## src/rtl/fdiv_seq.sv

```systemverilog
// Burst sequencer for the one-hot divide-by-4 stage: clears the divider, paces
// c_up pulses to produce N fdclk periods, and cross-checks fdclk against its own phase model.
module fdiv_seq #(
    parameter int NW = 8,
    parameter int PW = 4
) (
    input  logic          clk,
    input  logic          rst_b,
    input  logic          start,
    input  logic          abort,
    input  logic [NW-1:0] n_periods,
    input  logic [PW-1:0] presc,
    input  logic          fdclk,
    output logic          c_up,
    output logic          clr,
    output logic          busy,
    output logic          done,
    output logic          err,
    output logic [NW-1:0] period_cnt
);

    typedef enum logic [2:0] {
        IDLE,
        CLEAR,
        RUN,
        WAIT,
        DONE,
        ABORT
    } state_t;

    state_t          state;
    state_t          next_state;
    logic [NW-1:0]   n_lat;
    logic [PW-1:0]   p_lat;
    logic [PW-1:0]   pre_cnt;
    logic [NW+1:0]   pulse_cnt;
    logic [1:0]      ph;
    logic            fdclk_q;
    logic            expect_q;
    logic            check_en;
    logic            rise;
    logic            mismatch;
    logic            last_pulse;

    assign check_en   = (state == RUN) || (state == WAIT);
    assign rise       = fdclk & ~fdclk_q;
    // A rise is legal only in the cycle right after the pulse that wraps the ring back to S0.
    assign mismatch   = check_en && (rise != expect_q);
    assign last_pulse = ((pulse_cnt + (NW+2)'(1)) == {n_lat, 2'b00});

    always_ff @(posedge clk or negedge rst_b) begin
        if (!rst_b) begin
            state <= IDLE;
        end else begin
            state <= next_state;
        end
    end

    always_comb begin
        next_state = state;
        c_up       = 1'b0;
        clr        = 1'b0;
        busy       = 1'b0;
        done       = 1'b0;
        case (state)
            IDLE: begin
                if (start) begin
                    next_state = (n_periods != '0) ? CLEAR : DONE;
                end
            end
            CLEAR: begin
                clr        = 1'b1;
                busy       = 1'b1;
                next_state = abort ? ABORT : RUN;
            end
            RUN: begin
                busy = 1'b1;
                c_up = (pre_cnt == '0);
                if (abort || mismatch) begin
                    next_state = ABORT;
                end else if (c_up && last_pulse) begin
                    next_state = WAIT;
                end
            end
            WAIT: begin
                busy       = 1'b1;
                next_state = (abort || mismatch) ? ABORT : DONE;
            end
            DONE: begin
                done       = 1'b1;
                next_state = IDLE;
            end
            ABORT: begin
                clr        = 1'b1;
                busy       = 1'b1;
                next_state = IDLE;
            end
            default: begin
                next_state = IDLE;
            end
        endcase
    end

    always_ff @(posedge clk or negedge rst_b) begin
        if (!rst_b) begin
            n_lat      <= '0;
            p_lat      <= '0;
            pre_cnt    <= '0;
            pulse_cnt  <= '0;
            ph         <= 2'd0;
            fdclk_q    <= 1'b1;
            expect_q   <= 1'b0;
            err        <= 1'b0;
            period_cnt <= '0;
        end else begin
            // The divider is freshly cleared after CLEAR, so its high fdclk must not read as a rise.
            fdclk_q  <= (state == CLEAR) ? 1'b1 : fdclk;
            expect_q <= c_up && (ph == 2'd3);

            if (state == IDLE && start) begin
                n_lat      <= n_periods;
                p_lat      <= presc;
                err        <= 1'b0;
                period_cnt <= '0;
                ph         <= 2'd0;
                pulse_cnt  <= '0;
            end

            if (state == CLEAR) begin
                pre_cnt <= p_lat;
            end else if (state == RUN) begin
                pre_cnt <= (pre_cnt == '0) ? p_lat : pre_cnt - PW'(1);
            end

            if (c_up) begin
                ph        <= ph + 2'd1;
                pulse_cnt <= pulse_cnt + (NW+2)'(1);
            end

            if (check_en && rise && expect_q) begin
                period_cnt <= period_cnt + NW'(1);
            end

            if (mismatch && !abort) begin
                err <= 1'b1;
            end
        end
    end

endmodule

```

## config.mk

```make
export PLATFORM = sky130hd
export DESIGN_NAME = fdiv_seq
export DESIGN_NICKNAME = d
export VERILOG_FILES = /design/src/rtl/fdiv_seq.sv
export SDC_FILE = /design/constraint.sdc
export NUM_CORES = 1
export LEC_CHECK = 0
export ABC_AREA = 1
export CORE_ASPECT_RATIO = 0.8
export CORE_UTILIZATION = 40
export DETAILED_ROUTE_END_ITERATION = 16
export MAX_ROUTING_LAYER = met4
export SETUP_SLACK_MARGIN = 0.1
export SYNTH_ARGS = -nofsm -noshare
export SYNTH_HDL_FRONTEND = slang
export SYNTH_SLANG_ARGS = --single-unit
```

## constraint.sdc

```tcl
create_clock -name clk -period 1.5 [get_ports clk]
set_input_delay 0.3 -clock clk [delete_from_list [all_inputs] [get_ports clk]]
set_output_delay 0.3 -clock clk [all_outputs]
set_load 0.02 [all_outputs]
```

* Word level (Yosys, flattened, before mapping)
Cells that the tools add are included.
** Storage, ports and cells
- Bits in registers :: 42
- Latch bits :: 0
- RAM bits :: 0
- Memory bits (read-only) :: 0
- Input bits :: 17
- Output and inout port bits :: 13
- Logic and storage cells :: 69
- Memories kept :: 0
** Operators by class
- Add/subtract/negate cells :: 4
- $mul :: 0
- Divide/modulo/power cells :: 0
- $lt $le $gt $ge :: 0
- Eq/ne operators :: 10
- Shift operators :: 0
- Mux-type cells :: 23
- Bitwise operators :: 2
- Reductions and logical operators :: 20
** Operators with widths (count)
- $mux W10 :: 2
- $mux W8 :: 2
- $mux W3 :: 5
- $mux W4 :: 3
- $pmux W3 S4 :: 1
- $add A10 B1 Y10 const B :: 1
- $eq A10 B10 Y1 :: 1
- $add A8 B1 Y8 const B :: 1
- $mux W1 :: 8
- $reduce_bool A2 Y1 :: 4
- $reduce_bool A8 Y1 :: 1
- $logic_and A1 B1 Y1 :: 7
- $eq A3 B2 Y1 const B :: 2
- $eq A3 B3 Y1 const B :: 2
- $logic_not A4 Y1 :: 1
- $mux W2 :: 2
- $reduce_or A4 Y1 :: 1
- $sub A4 B1 Y4 const B :: 1
- $eq A3 B1 Y1 const B :: 1
- $logic_not A3 Y1 :: 1
- $ne A3 B1 Y1 const B :: 1
- $add A2 B1 Y2 const B :: 1
- $eq A2 B2 Y1 const B :: 1
- $logic_or A1 B1 Y1 :: 2
- 7 further kinds :: 7

* Longest topological paths before layout
- Depth after elaboration :: 7
- Mapped depth :: 13
- Gate-level depth less buffers :: 13

* Worst setup path after synthesis
OpenSTA, ideal clock, no wires.
- Kind :: register to register
- Start point :: register state[0]
- End point :: register pre_cnt[1]
- Library setup time :: 0.130 ns
- Arrival :: 1.404 ns
- Data required time :: 1.370 ns
- Setup slack :: -0.035 ns
- Stages on the path, launching flop included :: 10
- Buffers on the path :: 0
- Period minus slack after synthesis :: 1.535 ns
- Path through :: dfrtp_1 > inv_1 > nor2_1 > inv_1 > nor2_1 > inv_1 > nand2_1 > inv_1 > o211ai_1 > o21ai_0
** Between the ends
- Longest elaborated chain between the ends :: 2
- Elaborated cells on any way between the ends :: 4
- Classes of those cells :: eq/ne (2); mux (1); reduce/logical (1)
** Ends and longest elaborated chain
- start, declared :: line 31 : state_t state;
- start signal, assigned :: line 55 : state <= next_state;
- $eq A3 B1 Y1 / $eq A3 B2 Y1 (equally long branches) :: line 129, 131
- $mux W4 / $reduce_bool A2 Y1 (equally long branches)
- end signal, assigned :: line 130 : pre_cnt <= p_lat;
- end signal, assigned :: line 132 : pre_cnt <= (pre_cnt == '0) ? p_lat : pre_cnt - PW'(1);
- end, declared :: line 35 : logic [PW-1:0] pre_cnt;
Parallel ways exist; a longest one is shown, timed or not.
A chain may end at the register's enable or synchronous reset.

* Worst setup path in the final report
- Start point :: register pulse_cnt[0]
- End point :: register state[0]
** Between the ends
- Longest elaborated chain between the ends :: 5
** Ends and longest elaborated chain
- start, declared :: line 36 : logic [NW+1:0] pulse_cnt;
- start signal, assigned :: line 137 : pulse_cnt <= pulse_cnt + (NW+2)'(1);
- $add A10 B1 Y10 :: line 49 : assign last_pulse = ((pulse_cnt + (NW+2)'(1)) == {n_lat, 2'b00});
- $eq A10 B10 Y1 :: line 49
- $logic_and A1 B1 Y1 :: line 81 : end else if (c_up && last_pulse) begin
- $ne A3 B1 Y1 (no source line)
- $reduce_and A2 Y1 (no source line)
Every way passes these cells.

==> impl_metrics.csv <==
group,metric,value,unit
logic_synthesis,synth_seq_area_share,0.4690,
setup_path,cp-start-kind,"flip-flop",
placement,dp_hpwl,4002,um
power,fin_total_pwr,0.004791,W
die,die-height,68.99,um
layout,final_cell_mix,"nand2_1 (74), buf_4 (41), dfrtp_1 (40)",
route,drc,0,
outcome,violations,"setup timing",
setup_path,crit_top_cell,"nand2_2",
die,core,0.005209,mm2
sta,fin_ws,-0.1535,ns
setup_path,timing_worst_setup_path_type,"reg2reg",
sta,finalCriticalPeriod,1.654,ns
setup_path,r2r_slack,-0.15,ns
logic_synthesis,syn_avg_cell_area,7.503,um2
layout,fillers,459,
global_routing,grt_pass1_wl,8776,um
setup_path,r2r-start,"pulse_cnt[0]",
power,power.leakage,1.653,nW
placement,place_congestion,0.8152,
route,drt_iter0_drc,116,
cts,cts_tree,"done",
flow_run,cap_viol_max_count,0,
route,dr.pass1.iters,4,
die,ios,30,
logic_synthesis,syn-num-nets,321,
cts,cts_inserted_buffers,5,
layout,fin_util,0.6238,
logic_synthesis,syn-cell-area,0.002243,mm2
logic_synthesis,synth_seq_cells,42,
layout,drive_gt1_frac,0.2586,
sta,rsz0062_at_grt,"yes",
setup_path,max_stage_delay,0.43,ns
die,initial_core_util,0.4307,
layout,layout_commonest_cell,"nand2_1",
sta,final_max_slew_viol_count,0,
sta,holdWs,0.4872,ns
sta,setup_viol,7,
layout,diodes,0,
logic_synthesis,syn_inst,299,
route,ant_nets,0,
power,max-vdd-ir-drop,0.6870,mV
layout,register_area,0.001054,mm2
layout,design_area,0.003249,mm2
route,vias_per_cell,4.731,
route,num_vias,2148,
sta,finalHoldViolCount,0,
placement,port_buffers,29,
cts,insertion_delay,0.30,ns
logic_synthesis,ys_types,27,
setup_path,cp_slowest_cell,"dfrtp_2",
global_routing,grt_usage,0.2045,
cts,cts_sinks,42,
sta,fmax,604.8,MHz
setup_path,cp.required,1.73,ns
die,floorplan.die_area,0.005914,mm2
cts,clockBufferDepth,2,
layout,layout.nets,400,
setup_path,cp.arrival,1.89,ns
setup_path,crit_chain,"ha_4 > nand2_4 > nor2_4 > nand2_2 > nand2_2 > nand2_2 > nand2_2 > nand3_2 > nor2_2 > nand3_1 > nand2_1 > nand2_1 > nor2_1",
global_routing,first_global_vias,1849,
global_routing,antenna_found_initial,0,
cts,cts.reportedPaths.clkPinSlew,0.09,ns
setup_path,critPathTopFamily,"simple AND/OR/NAND/NOR gates",
setup_path,r2r_end,"state[0]",
setup_path,cp_max_fo,5,
sta,fin_skew,0.01285,ns
route,routed_wl,5505,um
setup_path,crit_path_end_kind,"flip-flop",
min_path,hold_class,"in2async",
sta,relSlewSlack,0.8359,
die,die_x,85.73,um
global_routing,grt_max_degree,43,
cts,cts_root_buf,"clkbuf_8",
sta,worst_pin_slew,0.2448,ns
power,p_per_area,1474,mW/mm2
layout,synthToLayoutAreaGrowth,44.84,%
cts,ctsHtreeMaxLevel,2,
route,wl_per_cell,12.13,um
die,num_rows,23,
sta,finalCritPeriodShare,1.102,
layout,multi_input_area,0.001142,mm2
global_routing,grt-ovfl-total,0,
outcome,status,"finished, violations left",
logic_synthesis,yosys_warnings,0,
setup_path,crit_buf_inv,0,
setup_path,reg2reg_depth,13,
placement,dpl_cell_area,0.002924,mm2
-- layer usage --
metal | global-route usage | vias to the layer above | routed length, um
met5 | - | - | 0
met4 | 0.06875 | 0 | 72
met3 | 0.03571 | 7 | 248
met2 | 0.2790 | 45 | 2176
met1 | 0.3027 | 974 | 3008
li1 | - | 1122 | -
-- synthesized netlist by cell type --
cell type,count,share of area
a21oi_1,4,0.0089
a22o_1,1,0.0039
a22oi_1,1,0.0033
a31oi_1,2,0.0056
and3_1,1,0.0028
buf_2,2,0.0045
clkbuf_1,1,0.0017
dfrtp_1,41,0.46
dfstp_2,1,0.012
ha_1,5,0.028
inv_1,43,0.072
inv_2,3,0.0050
mux2i_1,1,0.0045
nand2_1,81,0.14
nand2_2,3,0.0084
nand3_1,26,0.058
nand4_1,2,0.0056
nor2_1,35,0.059
nor2_4,2,0.010
nor3_1,6,0.013
o211ai_1,2,0.0067
o21ai_0,24,0.054
o21ai_1,1,0.0022
o22ai_1,8,0.022
or2_2,1,0.0028
xnor3_1,1,0.010
xor2_1,1,0.0039
-- worst reg2reg max path, delay by kind of cell, from the launching register on --
family	cells	cell delay (ns)
adders and majority gates	1	0.17
and+or+nand+nor	12	0.99
DFF	1	0.43
-- metrics by stage --
step | TNS [ns] | std cells | worst slack [ns]
2_1_floorplan | 0 | 299 | 0.05283
3_3_place_gp | -4.017 | 435 | -0.2809
3_5_place_dp | -6.118 | 435 | -0.2951
4_1_cts | -0.5958 | 453 | -0.1504
5_1_grt | -1.719 | 454 | -0.3078
6_report | -0.5666 | 454 | -0.1535
-- power by group --
group / switching (W) / total, W / internal [W]
logic: 0.00112 / 0.00206 / 0.000936
clock network: 0.000409 / 0.00112 / 0.000710
registers: 0.000194 / 0.00162 / 0.00142
total: 0.00172 / 0.00479 / 0.00307
-- cell families after synthesis --
| logic type | after synthesis | share of synthesized area |
|---|---|---|
| simple gates | 157 | 0.2950 |
| mux | 1 | 0.004462 |
| xor+xnor | 2 | 0.01394 |
| fa+ha+maj | 5 | 0.02789 |
| compound gates | 43 | 0.1065 |
| buf+inv | 49 | 0.08310 |
| flops | 42 | 0.4690 |
-- flip-flops by register name, indices dropped and copies added, names as in the netlist --
signal and cells:
expect_q 1, err 1, fdclk_q 1, n_lat 8, period_cnt 8, pre_cnt 4, p_lat 4, ph 2
pulse_cnt 10, state 3
-- worst max-delay path by stage --
stage	cells after the start	endpoint	from	slack [ns]
after floorplan	13	state[2]	pulse_cnt[0]	0.05
after global placement	5	c_up	pre_cnt[0]	-0.28
after detailed placement	5	c_up	pre_cnt[1]	-0.30
after CTS	13	state[2]	pulse_cnt[1]	-0.15
after global routing	13	state[2]	pulse_cnt[1]	-0.31
final	13	state[0]	pulse_cnt[0]	-0.15
-- cell type report --
cell class | instances | area share
clock buffer | 6 | 0.02541
clock inverter | 2 | 0.01848
inverter | 46 | 0.05314
multi-input combinational | 208 | 0.3516
sequential | 42 | 0.3242
tap | 75 | 0.02888
timing repair buffer | 74 | 0.1960
timing repair inverter | 1 | 0.002310
-- timing repair --
item,in CTS,in global routing
cloned,1,0
endpoints found under the setup margin,45,28
endpoints found under the hold margin,41,0
hold buffers,1,0
pin swaps,9,3
setup buffers,8,1
resized for setup,64,9
(Power assumes the default switching activity.)
==> variant, RTL diff (same settings) <==
The 6 states of `state_t` get a one-hot encoding in 6 bits.
--- a/src/rtl/fdiv_seq.sv
+++ b/src/rtl/fdiv_seq.sv
@@ -21,9 +21,9 @@
 
-    typedef enum logic [2:0] {
-        IDLE,
-        CLEAR,
-        RUN,
-        WAIT,
-        DONE,
-        ABORT
+    typedef enum logic [5:0] {
+        IDLE  = 6'b000001,
+        CLEAR = 6'b000010,
+        RUN   = 6'b000100,
+        WAIT  = 6'b001000,
+        DONE  = 6'b010000,
+        ABORT = 6'b100000
     } state_t;
Check against the original RTL: no difference found for any inputs over 10 cycles, from zero or initial values and one cycle with rst_b low; not proved beyond that.
==> variant against the unedited design <==
  * The run still ends with setup timing left
  * Routed wire length increased by 14%
  * Power decreased by 4.3%
  * Largest power group unchanged
  * Setup slack got worse by 0.092 ns
  * Synthesized area increased by 8.0%
  * Clock skew decreased by 0.0082 ns
  * Combinational power decreased by 12%
  * Final area increased by 11%
  * Sequential cell count increased by 3
  * Highest routed layer unchanged
==> variant: results (changes against the unedited design) <==
INFO  metric worst-path-max-fanout = 4 (was 5)
INFO  metric ir_drop = 0.000455 V (was 0.000687 V)
INFO  metric placement.cell_area = 3170 sq um (was 2920 sq um)
INFO  metric final_cells = 475 (was 454)
INFO  metric grt_pass1_wl = 10300 microns (was 8780 microns)
INFO  metric inverters = 44 (was 47)
INFO  metric clock_cell_share_of_area = 0.0371 (was 0.0439)
INFO  metric globalplace.congestion = 0.803 (was 0.815)
INFO  metric post-route-worst-setup-slack = -0.246 ns (was -0.154 ns)
INFO  metric post_detailed_placement_half_perimeter_wirelength = 4370 microns (was 4000 microns)
INFO  metric route.vias.total = 2327 (was 2148)
INFO  metric wirelength = 6260 microns (was 5510 microns)
INFO  metric finalClockSkew = 0.00468 ns (was 0.0128 ns)
INFO  metric setup_viol = 46 (was 7)
INFO  metric ys_top_cells_by_area = dfrtp_1, nand2_1, inv_1 (unchanged)
INFO  metric nFillCells = 501 (was 459)
INFO  metric synthesis.instances = 305 (was 299)
INFO  metric first_iter_violations = 102 (was 116)
INFO  metric violations = setup timing (unchanged)
INFO  metric switching_share = 0.349 (was 0.360)
INFO  metric regArea = 1130 sq um (was 1050 sq um)
INFO  metric route.met2.wl = 2710 microns (was 2180 microns)
INFO  metric status = finished, violations left (unchanged)
INFO  metric dp.cells = 454 (was 435)
INFO  metric groute.layer.met1.usage = 0.316 (was 0.303)
INFO  metric pwr.group.combinational = 1.82 mW (was 2.06 mW)
INFO  metric nonClockBufferCount = 86 (was 74)
INFO  metric vias_in_the_first_global_route = 2177 (was 1849)
INFO  metric cts_resized = 73 (was 64)
INFO  metric multi_input_gates = 214 (was 208)
INFO  metric wirelength_met1 = 3120 microns (was 3010 microns)
INFO  metric setup-tns-final = -6.19 ns (was -0.567 ns)
INFO  metric buffer_area_frac = 0.216 (was 0.196)
variant: cell types whose count changed after synthesis, moves of 3 or more:
cell      delta
nor2_1      -17
nor2_2       +9
nor3_1       -5
inv_1        -4
nand2_1      +4
nand3b_1     +4
o21ai_0      -4
o21ai_1      +3
o22ai_1      +3
variant: cell families after synthesis:
family                     synth area share
and+or+nand+nor                       0.312
AOI/OAI and AO/OA                     0.113
DFF                                   0.466
adders and majority gates            0.0258
buffers and inverters                0.0723
xor gates and xnor gates             0.0108
variant: path summary, 6_finish.rpt:
kind / end / slack (ns) / start / cells past startpoint
max: c_up / -0.25 / state[5] / 4
min: pulse_cnt[9] / 0.49 / rst_b / 3
max reg2reg: period_cnt[1] / -0.23 / state[5] / 11
min reg2reg: period_cnt[7] / 0.49 / period_cnt[7] / 1
max in group asynchronous: fdclk_q / 0.73 / rst_b / 3
min in group clk: period_cnt[7] / 0.49 / period_cnt[7] / 1
